===== config.mk =====
export PLATFORM = sky130hd
export DESIGN_NAME = lag_sequencer
export DESIGN_NICKNAME = d
export VERILOG_FILES = /design/src/rtl/lag_pkg.sv /design/src/rtl/sensor_sync.sv /design/src/rtl/lag_sequencer.sv
export SDC_FILE = /design/constraint.sdc
export NUM_CORES = 1
export LEC_CHECK = 0
export BUFFER_PORTS_ARGS = -buffer_cell sky130_fd_sc_hd__clkbuf_2
export CORE_MARGIN = 3
export CORE_UTILIZATION = 45
export DETAILED_ROUTE_END_ITERATION = 8
export PLACE_DENSITY = 0.73
export SLEW_MARGIN = 15
export SYNTH_ARGS = -nofsm -noshare
export SYNTH_HDL_FRONTEND = slang
export SYNTH_SLANG_ARGS = --single-unit

===== constraint.sdc =====
create_clock -name clk -period 2.7 [get_ports clk]
set_input_delay 0.405 -clock clk [delete_from_list [all_inputs] [get_ports clk]]
set_output_delay 0.405 -clock clk [all_outputs]
set_load 0.02 [all_outputs]

===== src/rtl/lag_pkg.sv =====
// Shared types and widths for the display-lag measurement sequencer.
package lag_pkg;

    localparam int LAT_W    = 24;
    localparam int SUM_W    = 29;
    localparam int MAX_LOG2 = 4;

    typedef enum logic [2:0] {
        IDLE,
        ARM,
        FLASH,
        RECOVER,
        FINISH
    } state_e;

endpackage


===== src/rtl/sensor_sync.sv =====
// Multi-flop synchronizer that brings the asynchronous photosensor into the clk domain.
module sensor_sync #(
    parameter int SYNC_STAGES = 2
) (
    input  logic clk,
    input  logic reset_n,
    input  logic din,
    output logic dout
);

    logic [SYNC_STAGES-1:0] sync_q;
    logic [SYNC_STAGES-1:0] sync_d;

    always_comb begin
        sync_d    = sync_q;
        sync_d[0] = din;
        for (int i = 1; i < SYNC_STAGES; i++) begin
            sync_d[i] = sync_q[i-1];
        end
    end

    always_ff @(posedge clk or negedge reset_n) begin
        if (!reset_n) begin
            sync_q <= '0;
        end else begin
            sync_q <= sync_d;
        end
    end

    assign dout = sync_q[SYNC_STAGES-1];

endmodule


===== src/rtl/lag_sequencer.sv =====
// Flashes a white patch, times how long the photosensor takes to see it, and
// accumulates last/min/max/average latency over a run of 2^k samples.
module lag_sequencer
    import lag_pkg::*;
#(
    parameter logic [LAT_W-1:0] TIMEOUT     = 24'hFFFFFF,
    parameter int               GAP_FRAMES  = 2,
    parameter int               SYNC_STAGES = 2
) (
    input  logic             clk,
    input  logic             reset_n,
    input  logic             start,
    input  logic             abort,
    input  logic [2:0]       samples_log2,
    input  logic             vblank_start,
    input  logic             sensor,
    output logic             flash,
    output logic             busy,
    output logic             done,
    output logic             timeout,
    output logic [4:0]       sample_idx,
    output logic [LAT_W-1:0] lat_last,
    output logic [LAT_W-1:0] lat_min,
    output logic [LAT_W-1:0] lat_max,
    output logic [LAT_W-1:0] lat_avg
);

    localparam logic [7:0]       GAP_LAST = 8'(GAP_FRAMES - 1);
    localparam logic [LAT_W-1:0] MIN_INIT = '1;

    logic sensor_s;

    sensor_sync #(
        .SYNC_STAGES(SYNC_STAGES)
    ) u_sync (
        .clk    (clk),
        .reset_n(reset_n),
        .din    (sensor),
        .dout   (sensor_s)
    );

    state_e             state_q, state_d;
    logic [LAT_W-1:0]   cnt_q, cnt_d;
    logic [7:0]         gap_q, gap_d;
    logic [2:0]         k_q, k_d;
    logic [4:0]         idx_q, idx_d;
    logic [SUM_W-1:0]   sum_q, sum_d;
    logic [LAT_W-1:0]   last_q, last_d;
    logic [LAT_W-1:0]   min_q, min_d;
    logic [LAT_W-1:0]   max_q, max_d;
    logic [LAT_W-1:0]   avg_q, avg_d;
    logic               timeout_q, timeout_d;
    logic               flash_q, flash_d;
    logic               done_q, done_d;
    logic [4:0]         n_target;

    assign n_target = 5'd1 << k_q;

    always_comb begin
        state_d   = state_q;
        cnt_d     = cnt_q;
        gap_d     = gap_q;
        k_d       = k_q;
        idx_d     = idx_q;
        sum_d     = sum_q;
        last_d    = last_q;
        min_d     = min_q;
        max_d     = max_q;
        avg_d     = avg_q;
        timeout_d = timeout_q;
        done_d    = 1'b0;

        // abort outranks everything, including a simultaneous start or sensor hit
        if (abort) begin
            state_d = IDLE;
        end else begin
            unique case (state_q)
                IDLE: begin
                    if (start) begin
                        state_d   = ARM;
                        idx_d     = '0;
                        sum_d     = '0;
                        min_d     = MIN_INIT;
                        max_d     = '0;
                        timeout_d = 1'b0;
                        k_d       = (samples_log2 > 3'(MAX_LOG2)) ? 3'(MAX_LOG2) : samples_log2;
                    end
                end
                ARM: begin
                    if (vblank_start && !sensor_s) begin
                        state_d = FLASH;
                        cnt_d   = '0;
                    end
                end
                FLASH: begin
                    if (sensor_s) begin
                        last_d  = cnt_q;
                        sum_d   = sum_q + SUM_W'(cnt_q);
                        min_d   = (idx_q == 5'd0 || cnt_q < min_q) ? cnt_q : min_q;
                        max_d   = (idx_q == 5'd0 || cnt_q > max_q) ? cnt_q : max_q;
                        idx_d   = idx_q + 5'd1;
                        gap_d   = '0;
                        state_d = RECOVER;
                    end else if (cnt_q == TIMEOUT) begin
                        timeout_d = 1'b1;
                        state_d   = FINISH;
                    end else begin
                        cnt_d = cnt_q + 1'b1;
                    end
                end
                RECOVER: begin
                    // a vblank seen while the patch is still lit does not count toward the gap
                    if (vblank_start && !sensor_s) begin
                        if (gap_q == GAP_LAST) begin
                            state_d = (idx_q < n_target) ? ARM : FINISH;
                        end else begin
                            gap_d = gap_q + 8'd1;
                        end
                    end
                end
                FINISH: begin
                    if (!timeout_q) begin
                        avg_d = LAT_W'(sum_q >> k_q);
                    end
                    done_d  = 1'b1;
                    state_d = IDLE;
                end
                default: state_d = IDLE;
            endcase
        end

        flash_d = (state_d == FLASH);
    end

    always_ff @(posedge clk or negedge reset_n) begin
        if (!reset_n) begin
            state_q   <= IDLE;
            cnt_q     <= '0;
            gap_q     <= '0;
            k_q       <= '0;
            idx_q     <= '0;
            sum_q     <= '0;
            last_q    <= '0;
            min_q     <= MIN_INIT;
            max_q     <= '0;
            avg_q     <= '0;
            timeout_q <= 1'b0;
            flash_q   <= 1'b0;
            done_q    <= 1'b0;
        end else begin
            state_q   <= state_d;
            cnt_q     <= cnt_d;
            gap_q     <= gap_d;
            k_q       <= k_d;
            idx_q     <= idx_d;
            sum_q     <= sum_d;
            last_q    <= last_d;
            min_q     <= min_d;
            max_q     <= max_d;
            avg_q     <= avg_d;
            timeout_q <= timeout_d;
            flash_q   <= flash_d;
            done_q    <= done_d;
        end
    end

    assign flash      = flash_q;
    assign busy       = (state_q != IDLE);
    assign done       = done_q;
    assign timeout    = timeout_q;
    assign sample_idx = idx_q;
    assign lat_last   = last_q;
    assign lat_min    = min_q;
    assign lat_max    = max_q;
    assign lat_avg    = avg_q;

endmodule


; ---- Yosys cells after proc, flatten, opt, wreduce, memory -nomap -nowiden
; Index checks and enable logic that the tools add are counted.
[word_totals]
ff_bits = 173
in_bits = 9
out_inout_bits = 105
elab_cells = 100
[classes]
add_sub_neg = 4
n_lt_le_gt_ge = 4
n_eq_ne = 17
n_shift = 2
mux = 38
bitwise_logic = 2
reduce_logical = 19
[op_table]
columns = operator, count
row1 = $mux W24, 9
row2 = $pmux W24 S2, 3
row3 = $mux W29, 2
row4 = $pmux W29 S2, 1
row5 = $add A29 B24 Y29, 1
row6 = $shr A29 B3 Y24, 1
row7 = $mux W3, 9
row8 = $reduce_and A5 Y1, 5
row9 = $add A24 B1 Y24 const B, 1
row10 = $eq A24 B24 Y1 const B, 1
row11 = $gt A24 B24 Y1, 1
row12 = $lt A24 B24 Y1, 1
row13 = $mux W8, 3
row14 = $ne A2 B2 Y1 const B, 9
row15 = $pmux W8 S2, 1
row16 = $pmux W3 S4, 1
row17 = $mux W5, 2
row18 = $pmux W5 S2, 1
row19 = $eq A3 B2 Y1 const B, 3
row20 = $reduce_and A3 Y1, 3
row21 = $add A8 B1 Y8 const B, 1
row22 = $eq A8 B1 Y1 const B, 1
row23 = $reduce_bool A2 Y1, 3
row24 = $add A5 B1 Y5 const B, 1
row25 = 16 further kinds, 22

; ---- Logic depth before layout (Yosys ltp)
; Gate-level depths: netlist (run 1).
[logic_depth]
word_depth = 8
depth_mapped = 13
ltp_nobuf = 10

; ---- Cells and area by module
; From an unflattened synthesis (run 1), not the netlist that was laid out.
[unflattened]
hier_cells = 1118
hier_area_um2 = 10486.3
[modules_own_cells]
columns = module, n_inst, cells_per_inst, area_each_um2, seq_area_each_um2
row1 = lag_sequencer, 1, 1116, 10436.3, 4309.1
row2 = sensor_sync, 1, 2, 50.0, 50.0

; ---- Worst setup path before layout (run 1)
; Ideal clock, no wire load.
[synth_timing]
path_type = register to register
startpoint = register, netlist name k_q[1]
endpoint = register cnt_q[15]
setup_time_ns = 0.132
t_arrival_ns = 2.831
required_time_ns = 2.568
slack_ns = -0.262
stages_incl_launch_ff = 13
path_buffers = 3
synth_period_minus_slack_ns = 2.962
path_cell_list = dfrtp_1 -> buf_1 -> inv_1 -> clkbuf_1 -> or3_1 -> ha_1 -> o21ai_0 -> a211oi_1 -> o21ai_2 -> buf_6 -> nor4_4 -> xnor2_1 -> nor2_1
[synth_lines]
columns = element, line_no
row1 = "end signal, assigned", lag_sequencer.sv:152  ; cnt_q <= cnt_d;
row2 = "end, declared", lag_sequencer.sv:43  ; logic [LAT_W-1:0] cnt_q, cnt_d;

; ---- Final worst setup path (run 1)
[layout_timing]
startpoint = register cnt_q[0]
endpoint = register sum_q[28]
[layout_via]
elab_chain_len = 3
[layout_lines]
columns = element, line_no
row1 = $add A29 B24 Y29, lag_sequencer.sv:98  ; sum_d = sum_q + SUM_W'(cnt_q);
row2 = $mux W29, lag_sequencer.sv:96  ; if (sensor_s) begin
row3 = $pmux W29 S2, lag_sequencer.sv:77  ; unique case (state_q)
row4 = "end signal, assigned", lag_sequencer.sv:156  ; sum_q <= sum_d;
row5 = "end, declared", lag_sequencer.sv:47  ; logic [SUM_W-1:0] sum_q, sum_d;
; No other way between the ends. The select of a mux whose other input is x is not followed.
; A chain may end at the register's enable or synchronous reset.

==> flow_summary.yaml, run 1 <==
timing:
  fin_tns_setup_ps: 0
  fin_crit_ps: 2600
  slew_viol_final: 0
  finalClockSkew_ps: 12.6
  hold_ws_ps: 71.7
  layout_setup_ws_ps: 96.1
  hold_viol: 0
  max_slew_margin: 0.501
  period_share: 0.964
  setup_viol: 0
  timing.fmax_mhz: 384
  worst_pin_slew_ps: 745
die:
  die_area_sq_um: 26300
  dieHeight_um: 162
  coreArea_sq_um: 23700
  die_w_um: 162
  start_util: 0.463
  io-pin-count: 114
  num_rows: 56
synthesis:
  synth_edf_count: 0
  ys_warn_count: 0
  synthCells: 1151
  synthTopCellsByArea: "dfrtp_1 (34%), ha_1 (9.1%), mux2i_1 (6.2%), dfstp_2 (5.8%), nand2_1 (4.3%)"
  netlist_area_sq_um: 11000
  yosys_register_bits: 173
  synth-seq-area-share: 0.398
  ys_types: 80
  synth_top_area_frac: 0.340
  syn_avg_cell_area_sq_um: 9.53
  yosysTopAreaCell: "dfrtp_1"
  synth_flop_cell: "dfrtp_1"
  synth_nets: 1241
  synth-async-reset-ratio: 1.00
critical_path:
  crit_type: "reg2reg"
  critPathMaxFanout: 3
  critPathCaptureType: "register"
  required_ps: 3060
  slowest_stage: "fa_1"
  crit_chain: "ha_1 > fa_1 > a21o_1 > a221oi_2 > nor3_1 > o21a_1 > o211a_1 > o211ai_1 > mux2i_1"
  crit_path_start_kind: "register"
  cp.arrival_ps: 2970
  cpPeakStageDelay_ps: 410
cells_and_area:
  nFillCells: 2122
  n_antenna_cell: 0
  stdcell_count: 1650
  post-route-util: 0.554
  areaGrowthSynthToFinish_pct: 19.6
  design_area_sq_um: 13100
  drive_gt1_frac: 0.246
  nNetsFinal: 1408
power:
  power-per-cell-area_nw_per_um2: 549
  switching_power_mw: 2.41
  seq_power_share: 0.416
  ir_worst_vdd_uv: 304
  combPwrFrac: 0.246
  p_int_mw: 4.79
  leakage_nw: 6.63
  clockPowerShare: 0.338
  p_total_mw: 7.20
  p_sw_frac: 0.335
grt:
  grt_pass1_vias: 8781
  grt_max_degree: 59
  antenna_found_initial: 0
  grt_use_total: 0.219
  grt_overflow: 0
  grt_pass1_wl_um: 46600
placed_design:
  gp_congestion: 0.854
  dp_cells: 1613
  port_buffers: 113
  dpl_cell_area_sq_um: 12400
  pre_cts_ws_ps: -15.0
  post-dp-hpwl_um: 21100
clock_tree:
  htreeDepth: 4
  cts_tree: "yes"
  clock_path_buffers: 2
  numCtsBuffers: 17
  clk_pin_slew_ps: 80
  clock-root-buffer: "clkbuf_16"
  clkSinkCount: 173
  insertion_delay_ps: 440
detailed_routing:
  route.detailed.drc: 0
  vias_per_cell: 5.61
  drtAntennaViolNets: 0
  routed_wl_um: 28700
  drt_iter0_markers: 753
  drtPass1Iterations: 5
  via_count: 9253
  routedWlPerCell_um: 17.4
flow_run:
  cap_violations: 0
worst_hold_path:
  worstHoldPathType: "in2reg"
run_status:
  outcome: "finished clean"
-- repair_timing --
action | CTS | global route
pin swaps | 1 | 9
gates resized for setup | 3 | 19
setup endpoints to repair | 4 | 61
endpoints found under the hold margin | 42 | 0
setup buffers | 2 | 2
hold buffers | 1 | 0
cloned | 0 | 0
-- layer usage --
| metal | global-route usage | vias up | routed length, um |
|---|---|---|---|
| met2 | 0.352 | 277 | 13400 |
| met4 | 0.0597 | 0 | 512 |
| met5 | 0 | - | 0 |
| li1 | - | 4423 | - |
| met3 | 0.0344 | 34 | 1720 |
| met1 | 0.311 | 4519 | 13100 |
-- worst max-delay path, delay by kind of cell, from the launching register on --
| kind | cells | cell delay, ps |
|---|---|---|
| and+or+nand+nor | 1 | 140 |
| AOI/OAI and AO/OA | 5 | 1160 |
| adders and majority gates | 2 | 650 |
| DFF | 1 | 380 |
| muxes | 1 | 200 |
-- cell type report --
| class | instances | area, sq um | share of cell area |
|---|---|---|---|
| Clock buffer | 19 | 454 | 0.0346 |
| Clock inverter | 13 | 125 | 0.00954 |
| Inverter | 79 | 297 | 0.0226 |
| Multi-Input combinational cell | 837 | 6090 | 0.464 |
| Sequential cell | 173 | 4360 | 0.332 |
| Tap cell | 319 | 399 | 0.0304 |
| Timing Repair Buffer | 210 | 1390 | 0.106 |
-- cell usage in the layout, fill, tap and decap left out, types with 22 or more instances in the layout --
master and n:
buf_4 88, ha_1 79, inv_1 78, nor2_1 115
xnor2_1 31, nand3_1 22, clkbuf_2 112, a21oi_1 68
dfstp_2 24, o21ai_0 45, a22o_1 26, a21o_1 24
nand2_1 126, mux2i_1 68, dfrtp_1 148
-- state kept, by name, indices dropped and copies added (netlist names) --
name,cells
sum_q,29
cnt_q,24
lat_avg,24
lat_last,24
lat_max,24
lat_min,24
gap_q,8
sample_idx,5
k_q,3
state_q,3
u_sync.sync_q,2
done,1
flash,1
timeout,1
-- cells by family after synthesis --
| family | count (synthesis) | synth area share |
|---|---|---|
| multiplexers | 83 | 0.0898 |
| AND/OR/NAND/NOR | 387 | 0.178 |
| buffers and inverters | 141 | 0.0551 |
| flip-flops | 173 | 0.398 |
| adder cells (fa/ha/maj) | 81 | 0.0931 |
| AO/OA/AOI/OAI | 243 | 0.152 |
| XOR/XNOR | 43 | 0.0343 |
-- path summary, 6_finish.rpt --
path                                       startpoint                    endpoint  slack (ps)  depth (start not counted)
max in group asynchronous                     reset_n      lat_min[8]$_DFFE_PN1P_        1420                          3
min in group asynchronous                     reset_n   sample_idx[1]$_DFFE_PN0P_         500                          2
setup / recovery                 cnt_q[0]$_DFFE_PN0P_       sum_q[28]$_DFFE_PN0P_         100                          9
hold / removal                                 sensor  u_sync.sync_q[0]$_DFF_PN0_          70                          1
setup reg to reg                 cnt_q[0]$_DFFE_PN0P_       sum_q[28]$_DFFE_PN0P_         100                          9
hold reg to reg            u_sync.sync_q[0]$_DFF_PN0_  u_sync.sync_q[1]$_DFF_PN0_         360                          0
-- cells in the mapped netlist, types with 10 or more instances --
cell type and n:
a21oi_1 69, a22o_1 26, nor3_1 10, nand4_1 21
buf_2 17, a21o_1 24, xor2_1 12, nand2_1 126
mux4_2 12, mux2i_1 68, nor2b_1 14, dfrtp_1 149
o211ai_1 11, o21ai_0 49, nor4_2 11, nand3_1 22
dfstp_2 24, xnor2_1 31, ha_1 80, inv_1 78
nand2b_1 11, a211oi_1 12, nor2_1 115, clkbuf_1 29
-- power groups by stage --
| stage | Clock [mW] | Sequential, mW | Combinational [mW] |
|---|---|---|---|
| global placement | 0 | 3.03 | 1.69 |
| floorplan | 0 | 3.20 | 0.957 |
| detailed placement | 0 | 3.04 | 1.74 |
| CTS | 2.47 | 2.99 | 1.76 |
| global route | 2.57 | 3.02 | 1.94 |
| finish | 2.43 | 2.99 | 1.77 |
No activity file was read; power rests on OpenSTA's default activity.
==> run 2: changes to the inputs <==
- CELL_PAD_IN_SITES_DETAIL_PLACEMENT: not set -> 1
- CELL_PAD_IN_SITES_GLOBAL_PLACEMENT: not set -> 1
- CORE_UTILIZATION: 45 -> 42
- PLACE_DENSITY: 0.73 -> 0.84
==> run 2 against run 1 <==
Sequential share of layout area decreased by 0.51 points. Final area grew 1.6%. Non-clock buffer count shrank 1. Clock skew is 4.7 ps lower. First-iteration DRC count decreased by 6.1%. Flip-flop and latch count unchanged. Critical path type unchanged.
==> flow_summary.yaml, run 2 (synthesis results as in run 1) <==
worst_hold_path:
  worstHoldPathType: "in2async"
timing:
  finalClockSkew_ps: 7.94
  slew_viol_final: 0
  hold_viol: 0
  period_share: 0.989
  fin_crit_ps: 2670
  setup_viol: 0
  hold_ws_ps: 0.660
  max_slew_margin: 0.449
  worst_pin_slew_ps: 825
  timing.fmax_mhz: 374
  fin_tns_setup_ps: 0
cells_and_area:
  largest_register_ffs: 29
  seqCellArea_sq_um: 4360
  mostFrequentLayoutCells: "dfrtp_1 (146), nand2_1 (126), nor2_1 (114)"
  regMostFlops: "sum_q"
  stdcell_count: 1660
  design_area_sq_um: 13300
  multi_input_comb_area_sq_um: 6220
  nFillCells: 2913
  n_antenna_cell: 0
  areaGrowthSynthToFinish_pct: 21.6
  final_common_cell: "dfrtp_1"
  drive_gt1_frac: 0.265
  nNetsFinal: 1407
power:
  combPwrFrac: 0.250
  leakage_nw: 6.68
  power-per-cell-area_nw_per_um2: 572
  switching_power_mw: 2.58
  ir_worst_vdd_uv: 410
  seq_power_share: 0.396
  clockPowerShare: 0.354
  p_sw_frac: 0.338
  p_int_mw: 5.05
clock_tree:
  clock_path_buffers: 2
  htreeDepth: 4
  insertion_delay_ps: 440
  clkSinkCount: 173
  clock-root-buffer: "clkbuf_16"
  numCtsBuffers: 17
  cts_tree: "yes"
  clk_pin_slew_ps: 70
  cts_hold_buf: 0
die:
  dieHeight_um: 168
  start_util: 0.432
  num_rows: 58
  io-pin-count: 114
  die_w_um: 168
  coreArea_sq_um: 25400
  die_area_sq_um: 28100
placed_design:
  dpl_cell_area_sq_um: 12400
  post-dp-hpwl_um: 25300
  gp_congestion: 0.873
  port_buffers: 113
  dp_cells: 1625
critical_path:
  crit_path_start_kind: "register"
  crit_type: "reg2reg"
  r2r_start: "cnt_q[5]$_DFFE_PN0P_"
  cp.arrival_ps: 3040
  startpoint: "cnt_q[5]$_DFFE_PN0P_"
  critPathMaxFanout: 9
  critPathCaptureType: "register"
  required_ps: 3070
flow_run:
  cap_violations: 0
run_status:
  outcome: "finished clean"
detailed_routing:
  vias_per_cell: 5.84
  via_count: 9701
  route.detailed.drc: 0
  routed_wl_um: 36100
  drt_iter0_markers: 707
  routedWlPerCell_um: 21.8
  drtAntennaViolNets: 0
  drtPass1Iterations: 5
grt:
  grt_use_total: 0.256
  grt_overflow: 0
  grt_max_degree: 74
  antenna_found_initial: 0
  grt_pass1_wl_um: 57800
  grt_pass1_vias: 10300
run 2: power by group through the flow:
stage	Clock (mW)	Combinational (mW)	Sequential (mW)
3_3_place_gp	0	1.70	3.04
3_5_place_dp	0	1.80	3.05
6_report	2.70	1.91	3.02
4_1_cts	2.73	1.85	3.01
2_1_floorplan	0	0.957	3.20
5_1_grt	2.87	2.07	3.05
run 2: area by class of cell:
cell class                 instances  share of cell area
multi-input combinational        837               0.466
sequential                       173               0.327
timing repair buffer             209               0.107
clock buffer                      18              0.0329
tap                              330              0.0310
inverter                          79              0.0222
clock inverter                    14              0.0136
run 2: worst max-delay path, stage by stage, from the launching register on:
cell and delay [ps]:
dfrtp_1 420, buf_4 200, ha_1 340, a21oi_2 170, nand2_1 80, a21oi_1 160
o21ai_1 140, a2111oi_2 350, buf_4 200, o21ai_4 60, buf_12 150, buf_12 140
mux2i_2 180
run 2: metal layers:
layer,routed length (um),GRT usage
met1,15600,0.327
met2,18300,0.451
met3,1510,0.0338
met4,791,0.0808
met5,0,0
run 2: stage by stage:
step / utilization / power [mW] / setup WS, ps
after floorplan: - / 4.16 / 6.11
after global placement: 0.490 / 4.74 / 81.6
after detailed placement: 0.490 / 4.85 / -107
after CTS: 0.516 / 7.59 / -2.06
after global routing: 0.525 / 7.99 / -77.9
final: 0.525 / 7.63 / 28.5
run 2: worst paths after layout:
path / end / slack (ps) / cells after the start
setup reg to reg: lat_min[9]$_DFFE_PN1P_ / 30 / 12
min in group clk: u_sync.sync_q[0]$_DFF_PN0_ / 70 / 1
setup / recovery: lat_min[9]$_DFFE_PN1P_ / 30 / 12
hold / removal: gap_q[7]$_DFFE_PN0P_ / 0.7 / 1
hold reg to reg: u_sync.sync_q[1]$_DFF_PN0_ / 370 / 0
max in group asynchronous: lat_min[21]$_DFFE_PN1P_ / 1850 / 2
run 2: repair_timing:
item | 4_1_cts | 5_1_grt
gates resized for setup | 9 | 38
buffers inserted | 1 | 1
cloned | 0 | 1
endpoints found under the hold margin | 0 | 0
setup endpoints to repair | 33 | 72
pin swaps | 2 | 12
